<file path="src/rtl/fnd_scan_ctrl.sv">
// N-digit multiplexed 7-segment driver: sequential binary-to-BCD conversion,
// scanned anodes with PWM brightness, leading-zero blanking and raw glyph mode.
module fnd_scan_ctrl #(
  parameter int N_DIGITS    = 4,
  parameter int VAL_W       = 14,
  parameter int REFRESH_DIV = 262144,
  parameter int BRIGHT_W    = 3
) (
  input  logic                    clk,
  input  logic                    reset,
  input  logic                    load,
  input  logic [VAL_W-1:0]        value,
  input  logic                    raw_mode,
  input  logic [4*N_DIGITS-1:0]   raw_digits,
  input  logic [N_DIGITS-1:0]     dp_mask,
  input  logic                    blank_lz,
  input  logic [BRIGHT_W-1:0]     brightness,
  output logic                    busy,
  output logic                    ovf,
  output logic [N_DIGITS-1:0]     an,
  output logic [6:0]              seg,
  output logic                    dp
);

  // Scratch holds every decimal digit VAL_W bits can produce plus one spare
  // digit, so the top nibble never needs adjusting and nothing is truncated.
  localparam int DIG_CALC   = (VAL_W * 301) / 1000 + 1;
  localparam int SCR_DIGITS = ((DIG_CALC > N_DIGITS) ? DIG_CALC : N_DIGITS) + 1;
  localparam int SCR_W      = 4 * SCR_DIGITS;
  localparam int BCD_W      = 4 * N_DIGITS;
  localparam int ITER_W     = (VAL_W > 1) ? $clog2(VAL_W) : 1;
  localparam int CNT_W      = (REFRESH_DIV > 1) ? $clog2(REFRESH_DIV) : 1;
  localparam int THR_W      = CNT_W + 1;
  localparam int IDX_W      = (N_DIGITS > 1) ? $clog2(N_DIGITS) : 1;
  localparam int SLOT       = REFRESH_DIV >> BRIGHT_W;

  typedef enum logic [1:0] {
    ST_IDLE,
    ST_SHIFT,
    ST_DONE
  } state_t;

  state_t              state_q, state_d;
  logic [VAL_W-1:0]    bin_q, bin_d;
  logic [SCR_W-1:0]    scr_q, scr_d;
  logic [ITER_W-1:0]   iter_q, iter_d;
  logic [BCD_W-1:0]    bcd_q, bcd_d;
  logic                ovf_q, ovf_d;
  logic [CNT_W-1:0]    cnt_q, cnt_d;
  logic [IDX_W-1:0]    idx_q, idx_d;
  logic [N_DIGITS-1:0] an_q, an_d;
  logic [6:0]          seg_q, seg_d;
  logic                dp_q, dp_d;

  logic [SCR_W-5:0]    scr_adj;
  logic [N_DIGITS-1:0] lz_v;
  logic [THR_W-1:0]    thresh;
  logic                active;
  logic [3:0]          code;

  genvar gi;

  generate
    for (gi = 0; gi < SCR_DIGITS - 1; gi++) begin : g_adj
      assign scr_adj[4*gi +: 4] = (scr_q[4*gi +: 4] >= 4'd5) ?
                                  scr_q[4*gi +: 4] + 4'd3 : scr_q[4*gi +: 4];
    end
  endgenerate

  // lz_v[i]: digit i and everything above it are zero; digit 0 always shows.
  generate
    for (gi = 0; gi < N_DIGITS; gi++) begin : g_lz
      if (gi == 0) begin : g_lsd
        assign lz_v[gi] = 1'b0;
      end else begin : g_upper
        assign lz_v[gi] = (bcd_q[BCD_W-1:4*gi] == '0);
      end
    end
  endgenerate

  function automatic logic [6:0] glyph(input logic [3:0] c);
    case (c)
      4'h0:    glyph = 7'b0000001;
      4'h1:    glyph = 7'b1001111;
      4'h2:    glyph = 7'b0010010;
      4'h3:    glyph = 7'b0000110;
      4'h4:    glyph = 7'b1001100;
      4'h5:    glyph = 7'b0100100;
      4'h6:    glyph = 7'b0100000;
      4'h7:    glyph = 7'b0001111;
      4'h8:    glyph = 7'b0000000;
      4'h9:    glyph = 7'b0000100;
      4'hA:    glyph = 7'b0111000;
      4'hB:    glyph = 7'b1100000;
      4'hC:    glyph = 7'b1111110;
      default: glyph = 7'b1111111;
    endcase
  endfunction

  always_comb begin
    state_d = state_q;
    bin_d   = bin_q;
    scr_d   = scr_q;
    iter_d  = iter_q;
    bcd_d   = bcd_q;
    ovf_d   = ovf_q;
    case (state_q)
      ST_IDLE: begin
        if (load) begin
          bin_d   = value;
          scr_d   = '0;
          iter_d  = '0;
          state_d = ST_SHIFT;
        end
      end
      ST_SHIFT: begin
        scr_d  = {scr_q[SCR_W-2:SCR_W-4], scr_adj, bin_q[VAL_W-1]};
        bin_d  = {bin_q[VAL_W-2:0], 1'b0};
        iter_d = iter_q + 1'b1;
        if (iter_q == ITER_W'(VAL_W - 1)) begin
          state_d = ST_DONE;
        end
      end
      ST_DONE: begin
        bcd_d   = scr_q[BCD_W-1:0];
        ovf_d   = |scr_q[SCR_W-1:BCD_W];
        state_d = ST_IDLE;
      end
      default: state_d = ST_IDLE;
    endcase
  end

  always_comb begin
    cnt_d = cnt_q + 1'b1;
    idx_d = idx_q;
    if (cnt_q == CNT_W'(REFRESH_DIV - 1)) begin
      cnt_d = '0;
      idx_d = (idx_q == IDX_W'(N_DIGITS - 1)) ? '0 : idx_q + 1'b1;
    end

    thresh = THR_W'((int'(brightness) + 1) * SLOT);
    active = ({1'b0, cnt_q} < thresh);

    // Overflow dashes take priority over blanking; raw mode bypasses both.
    if (raw_mode) begin
      code = raw_digits[4*idx_q +: 4];
    end else if (ovf_q) begin
      code = 4'hC;
    end else if (blank_lz && lz_v[idx_q]) begin
      code = 4'hF;
    end else begin
      code = bcd_q[4*idx_q +: 4];
    end

    an_d = '1;
    if (active) begin
      an_d[idx_q] = 1'b0;
    end
    seg_d = glyph(code);
    dp_d  = active ? ~dp_mask[idx_q] : 1'b1;
  end

  always_ff @(posedge clk) begin
    if (reset) begin
      state_q <= ST_IDLE;
      bin_q   <= '0;
      scr_q   <= '0;
      iter_q  <= '0;
      bcd_q   <= '0;
      ovf_q   <= 1'b0;
      cnt_q   <= '0;
      idx_q   <= '0;
      an_q    <= '1;
      seg_q   <= 7'b1111111;
      dp_q    <= 1'b1;
    end else begin
      state_q <= state_d;
      bin_q   <= bin_d;
      scr_q   <= scr_d;
      iter_q  <= iter_d;
      bcd_q   <= bcd_d;
      ovf_q   <= ovf_d;
      cnt_q   <= cnt_d;
      idx_q   <= idx_d;
      an_q    <= an_d;
      seg_q   <= seg_d;
      dp_q    <= dp_d;
    end
  end

  assign busy = (state_q != ST_IDLE);
  assign ovf  = ovf_q;
  assign an   = an_q;
  assign seg  = seg_q;
  assign dp   = dp_q;

endmodule

</file>
<file path="config.mk">
export PLATFORM = sky130hd
export DESIGN_NAME = fnd_scan_ctrl
export DESIGN_NICKNAME = d
export VERILOG_FILES = /design/src/rtl/fnd_scan_ctrl.sv
export SDC_FILE = /design/constraint.sdc
export NUM_CORES = 1
export LEC_CHECK = 0
export CAP_MARGIN = 20
export CORE_ASPECT_RATIO = 0.75
export CORE_MARGIN = 8
export CORE_UTILIZATION = 50
export DETAILED_ROUTE_END_ITERATION = 12
export MAX_ROUTING_LAYER = met4
export PLACE_DENSITY = 0.79
export SLEW_MARGIN = 30
export SYNTH_ARGS = -nofsm -noshare
export SYNTH_HDL_FRONTEND = slang
export SYNTH_SLANG_ARGS = --single-unit
</file>
<file path="constraint.sdc">
create_clock -name clk -period 2.5 [get_ports clk]
set_clock_uncertainty 0.15 [all_clocks]
set_input_delay 0.5 -clock clk [delete_from_list [all_inputs] [get_ports clk]]
set_output_delay 0.5 -clock clk [all_outputs]
set_load 0.02 [all_outputs]
</file>
==> results_tabular.tex <==
\begin{tabular}{lr}
\hline
Metric & Value \\
\hline
\multicolumn{2}{l}{\textbf{Layout}} \\
\quad Most frequent standard cell in the layout excluding fill and tap cells & sky130\_fd\_sc\_hd\_\_dfxtp\_1 \\
\quad Fraction of final layout cells with drive strength greater than 1 & 0.1220 \\
\quad Antenna fix cells & 0 \\
\quad Final non-filler cell total & 710 \\
\quad Growth of design area from synthesis to finish & 21.83\% \\
\quad Fill cell count & 769 \\
\quad Count of nets after finishing & 646 \\
\quad Commonest cells after routing, fill and taps aside & sky130\_fd\_sc\_hd\_\_dfxtp\_1 (93), sky130\_fd\_sc\_hd\_\_nor2\_1 (68), sky130\_fd\_sc\_hd\_\_clkdlybuf4s50\_1 (54) \\
\quad Register area & 0.001862 mm2 \\
\quad Area used by multi-input combinational logic & 0.002585 mm2 \\
\multicolumn{2}{l}{\textbf{Route}} \\
\quad Average vias per placed instance & 5.408 \\
\quad WL/cell & 15.01 um \\
\quad Routed met1 length & 4869 um \\
\quad Antenna-violating nets left & 0 \\
\quad Routed length on met2 & 5064 um \\
\quad Uppermost layer routed & met4 \\
\quad Routed length on met3 & 631 um \\
\quad DRC violation count after routing & 0 \\
\quad Post-Route WL & 10,660 um \\
\quad Vias & 3,840 \\
\quad Iter 0 DRT Violations & 331 \\
\quad Pre-Repair DR Iteration Count & 4 \\
\multicolumn{2}{l}{\textbf{Placement}} \\
\quad Count of buffers inserted at the top-level ports & 55 \\
\quad Worst slack at placement & -307.2 ps \\
\quad RD Place Congestion & 0.8185 \\
\quad Dpl cells & 693 \\
\quad HPWL after detailed placement & 7588 um \\
\multicolumn{2}{l}{\textbf{Synth}} \\
\quad Dominant register cell in the synthesized netlist & sky130\_fd\_sc\_hd\_\_dfxtp\_1 \\
\quad Distinct cells, synth & 53 \\
\quad Count of state elements after synthesis & 93 \\
\quad Count of flip-flops with a built-in enable after synthesis & 0 \\
\quad Count of yosys warnings during synthesis & 0 \\
\quad Mean cell area of the mapped netlist & 8.936 um2 \\
\quad Combined area of all synthesized cells & 0.004664 mm2 \\
\quad Post-synthesis sequential area ratio & 0.3991 \\
\quad Share of flip-flops with an asynchronous set or reset after synthesis & 0 \\
\quad Mapped Cells & 522 \\
\quad Synthesized net count & 591 \\
\multicolumn{2}{l}{\textbf{Die}} \\
\quad Io pins & 56 \\
\quad DIE AREA & 0.01271 mm2 \\
\quad Die span in y & 99.65 um \\
\quad Count of standard-cell rows & 30 \\
\quad Die Span X & 127.5 um \\
\quad Initial cell density of the core & 0.5156 \\
\quad Floorplan Core Area & 0.009046 mm2 \\
\multicolumn{2}{l}{\textbf{CTS}} \\
\quad Maximum clock insertion buffer count & 2 \\
\quad Clock-pin slew on the worst setup and hold paths & 60 ps \\
\quad Clock tree from TritonCTS & yes \\
\quad Clock root buffer & sky130\_fd\_sc\_hd\_\_clkbuf\_16 \\
\quad H-tree level count & 3 \\
\quad Quantity of hold-fixing buffers added after cts & 0 \\
\quad Inserted Clock Buffers & 9 \\
\quad Sink Count & 93 \\
\quad Worst-Skew Late Latency & 330 ps \\
\multicolumn{2}{l}{\textbf{Critical path}} \\
\quad Critical Path AT & 2420 ps \\
\quad Critical path startpoint category & input port \\
\quad Critical Path Max Stage Delay & 490 ps \\
\quad Largest delay contributor family on the critical path & multiplexers \\
\quad Buffers \& Inverters on Critical Path & 2 \\
\quad Cell with the largest stage delay on the worst path & sky130\_fd\_sc\_hd\_\_mux4\_2 \\
\quad Ordered cell list for the critical path & clkdlybuf4s50\_1 > mux4\_2 > a22o\_1 > nor2\_4 > inv\_1 > ha\_1 > mux2i\_1 > o221ai\_1 \\
\quad Endpoint kind of the worst setup timing path & flip-flop \\
\quad Max FO, Critical Path & 4 \\
\quad Type of the setup path with the least slack & in2reg \\
\quad Req. time, crit path & 2540 ps \\
\quad Worst reg-to-reg setup slack & 140 ps \\
\multicolumn{2}{l}{\textbf{STA}} \\
\quad Final-report hold violation count & 0 \\
\quad Final WS setup & 115.7 ps \\
\quad Top achievable clock speed & 419.4 MHz \\
\quad Slew Limit Headroom & 0.6161 \\
\quad Setup Viol. Count Final & 0 \\
\quad Final Max Tran Viols & 0 \\
\quad Post-route minimum period & 2384 ps \\
\quad Setup TNS & 0 ps \\
\quad Final cycle utilization of the critical path & 0.9537 \\
\quad Tightest Pin Transition & 575.8 ps \\
\quad RSZ-0062 raised after global routing & no \\
\quad Final-layout worst hold slack & 308.7 ps \\
\multicolumn{2}{l}{\textbf{Global routing}} \\
\quad Largest net degree at the start of global routing & 49 \\
\quad Overall track demand over capacity in global routing & 0.1781 \\
\quad First-pass GRT wire length & 18,180 um \\
\quad Number of global-route vias before repair & 3,816 \\
\quad Initial antenna violation count & 0 \\
\quad GRT overflow & 0 \\
\multicolumn{2}{l}{\textbf{Hold path}} \\
\quad Class of the tightest hold or removal check & reg2reg \\
\multicolumn{2}{l}{\textbf{Power and ir drop}} \\
\quad Peak supply drop & 0.3408 mV \\
\quad Static Leak & 2.114 nW \\
\quad Power per cell area & 563.3 mW/mm2 \\
\multicolumn{2}{l}{\textbf{Run status}} \\
\quad Run status & complete, no violations \\
\multicolumn{2}{l}{\textbf{Flow run}} \\
\quad Max Cap Violations & 0 \\
\hline
\end{tabular}
final cells by class:
cell class                 count  area share
clock buffer                  12     0.04690
clock inverter                 4    0.005284
inverter                      21     0.01387
multi-input combinational    378      0.4549
sequential                    93      0.3276
tap                          128     0.02818
timing repair buffer          74      0.1233
through the flow:
step	util	cell area, um2	power [mW]
6_report	0.6282	5683	3.201
5_1_grt	0.6282	5683	3.330
4_1_cts	0.6272	5674	3.240
3_5_place_dp	0.5945	5378	1.921
3_3_place_gp	0.5945	5378	1.907
2_1_floorplan	-	4667	1.771
final timing paths:
check	from	endpoint	cells after the start
max reg2reg	idx_q[0]$_SDFFE_PP0P_	seg[0]$_SDFF_PP1_	8
max	raw_digits[12]	seg[0]$_SDFF_PP1_	8
min reg2reg	bcd_q[2]$_SDFFE_PP0N_	bcd_q[2]$_SDFFE_PP0N_	2
min	bcd_q[2]$_SDFFE_PP0N_	bcd_q[2]$_SDFFE_PP0N_	2
registers in the layout, indices dropped and copies added, names as in the netlist:
signal	count
scr_q	24
cnt_q	18
bcd_q	16
bin_q	14
seg	7
an	4
iter_q	4
idx_q	2
state_q	2
dp	1
ovf	1
cells in the mapped netlist, drive strengths merged (3+ instances only):
| cell type | number | area [um2] |
|---|---|---|
| clkbuf | 23 | 96.34 |
| nand3 | 13 | 65.06 |
| nand4 | 5 | 31.28 |
| o221a | 13 | 146.4 |
| nor2b | 14 | 95.09 |
| mux2i | 5 | 50.05 |
| ha | 27 | 337.8 |
| a21oi | 47 | 235.2 |
| o21ai | 20 | 103.9 |
| buf | 7 | 46.29 |
| nand2b | 12 | 75.07 |
| mux4 | 9 | 214.0 |
| nor2 | 71 | 271.5 |
| nor3 | 14 | 70.07 |
| xnor2 | 10 | 87.58 |
| and3 | 3 | 18.77 |
| xor2 | 16 | 140.1 |
| inv | 20 | 75.07 |
| a22oi | 20 | 155.1 |
| nor4 | 3 | 33.78 |
| dfxtp | 93 | 1862 |
| nand2 | 51 | 191.4 |
| or2 | 3 | 18.77 |
cells by family after synthesis:
| kind of cell | synth area share |
|---|---|
| simple gates | 0.2031 |
| mux | 0.06143 |
| buf+inv | 0.04748 |
| xor+xnor | 0.04882 |
| fa+ha+maj | 0.07242 |
| flops | 0.3991 |
| compound gates | 0.1677 |
report_power, final:
group | switching, mW | internal, mW | total, mW
Clock | 0.553 | 0.759 | 1.31
Sequential | 0.0225 | 1.52 | 1.55
Combinational | 0.168 | 0.176 | 0.344
worst register-to-register path, delay by kind of cell (launching register included):
| kind | cells | cell delay [ps] |
|---|---|---|
| adders and majority gates | 1 | 230 |
| AOI/OAI and AO/OA | 2 | 410 |
| DFF | 1 | 350 |
| buffers and inverters | 2 | 260 |
| muxes | 2 | 680 |
| and+or+nand+nor | 1 | 130 |
layer usage:
layer  global-route usage  vias up
li1                     -     1929
met1               0.2190     1811
met3              0.04596        9
met4              0.04467        0
met5                    -        -
met2               0.2866       91
what timing repair did:
item	4_1_cts	5_1_grt
endpoints found under the setup margin	0	6
buffers inserted	0	1
gates resized for setup	0	2
hold endpoints to repair	0	0
Power figures use the tool's default switching activity.
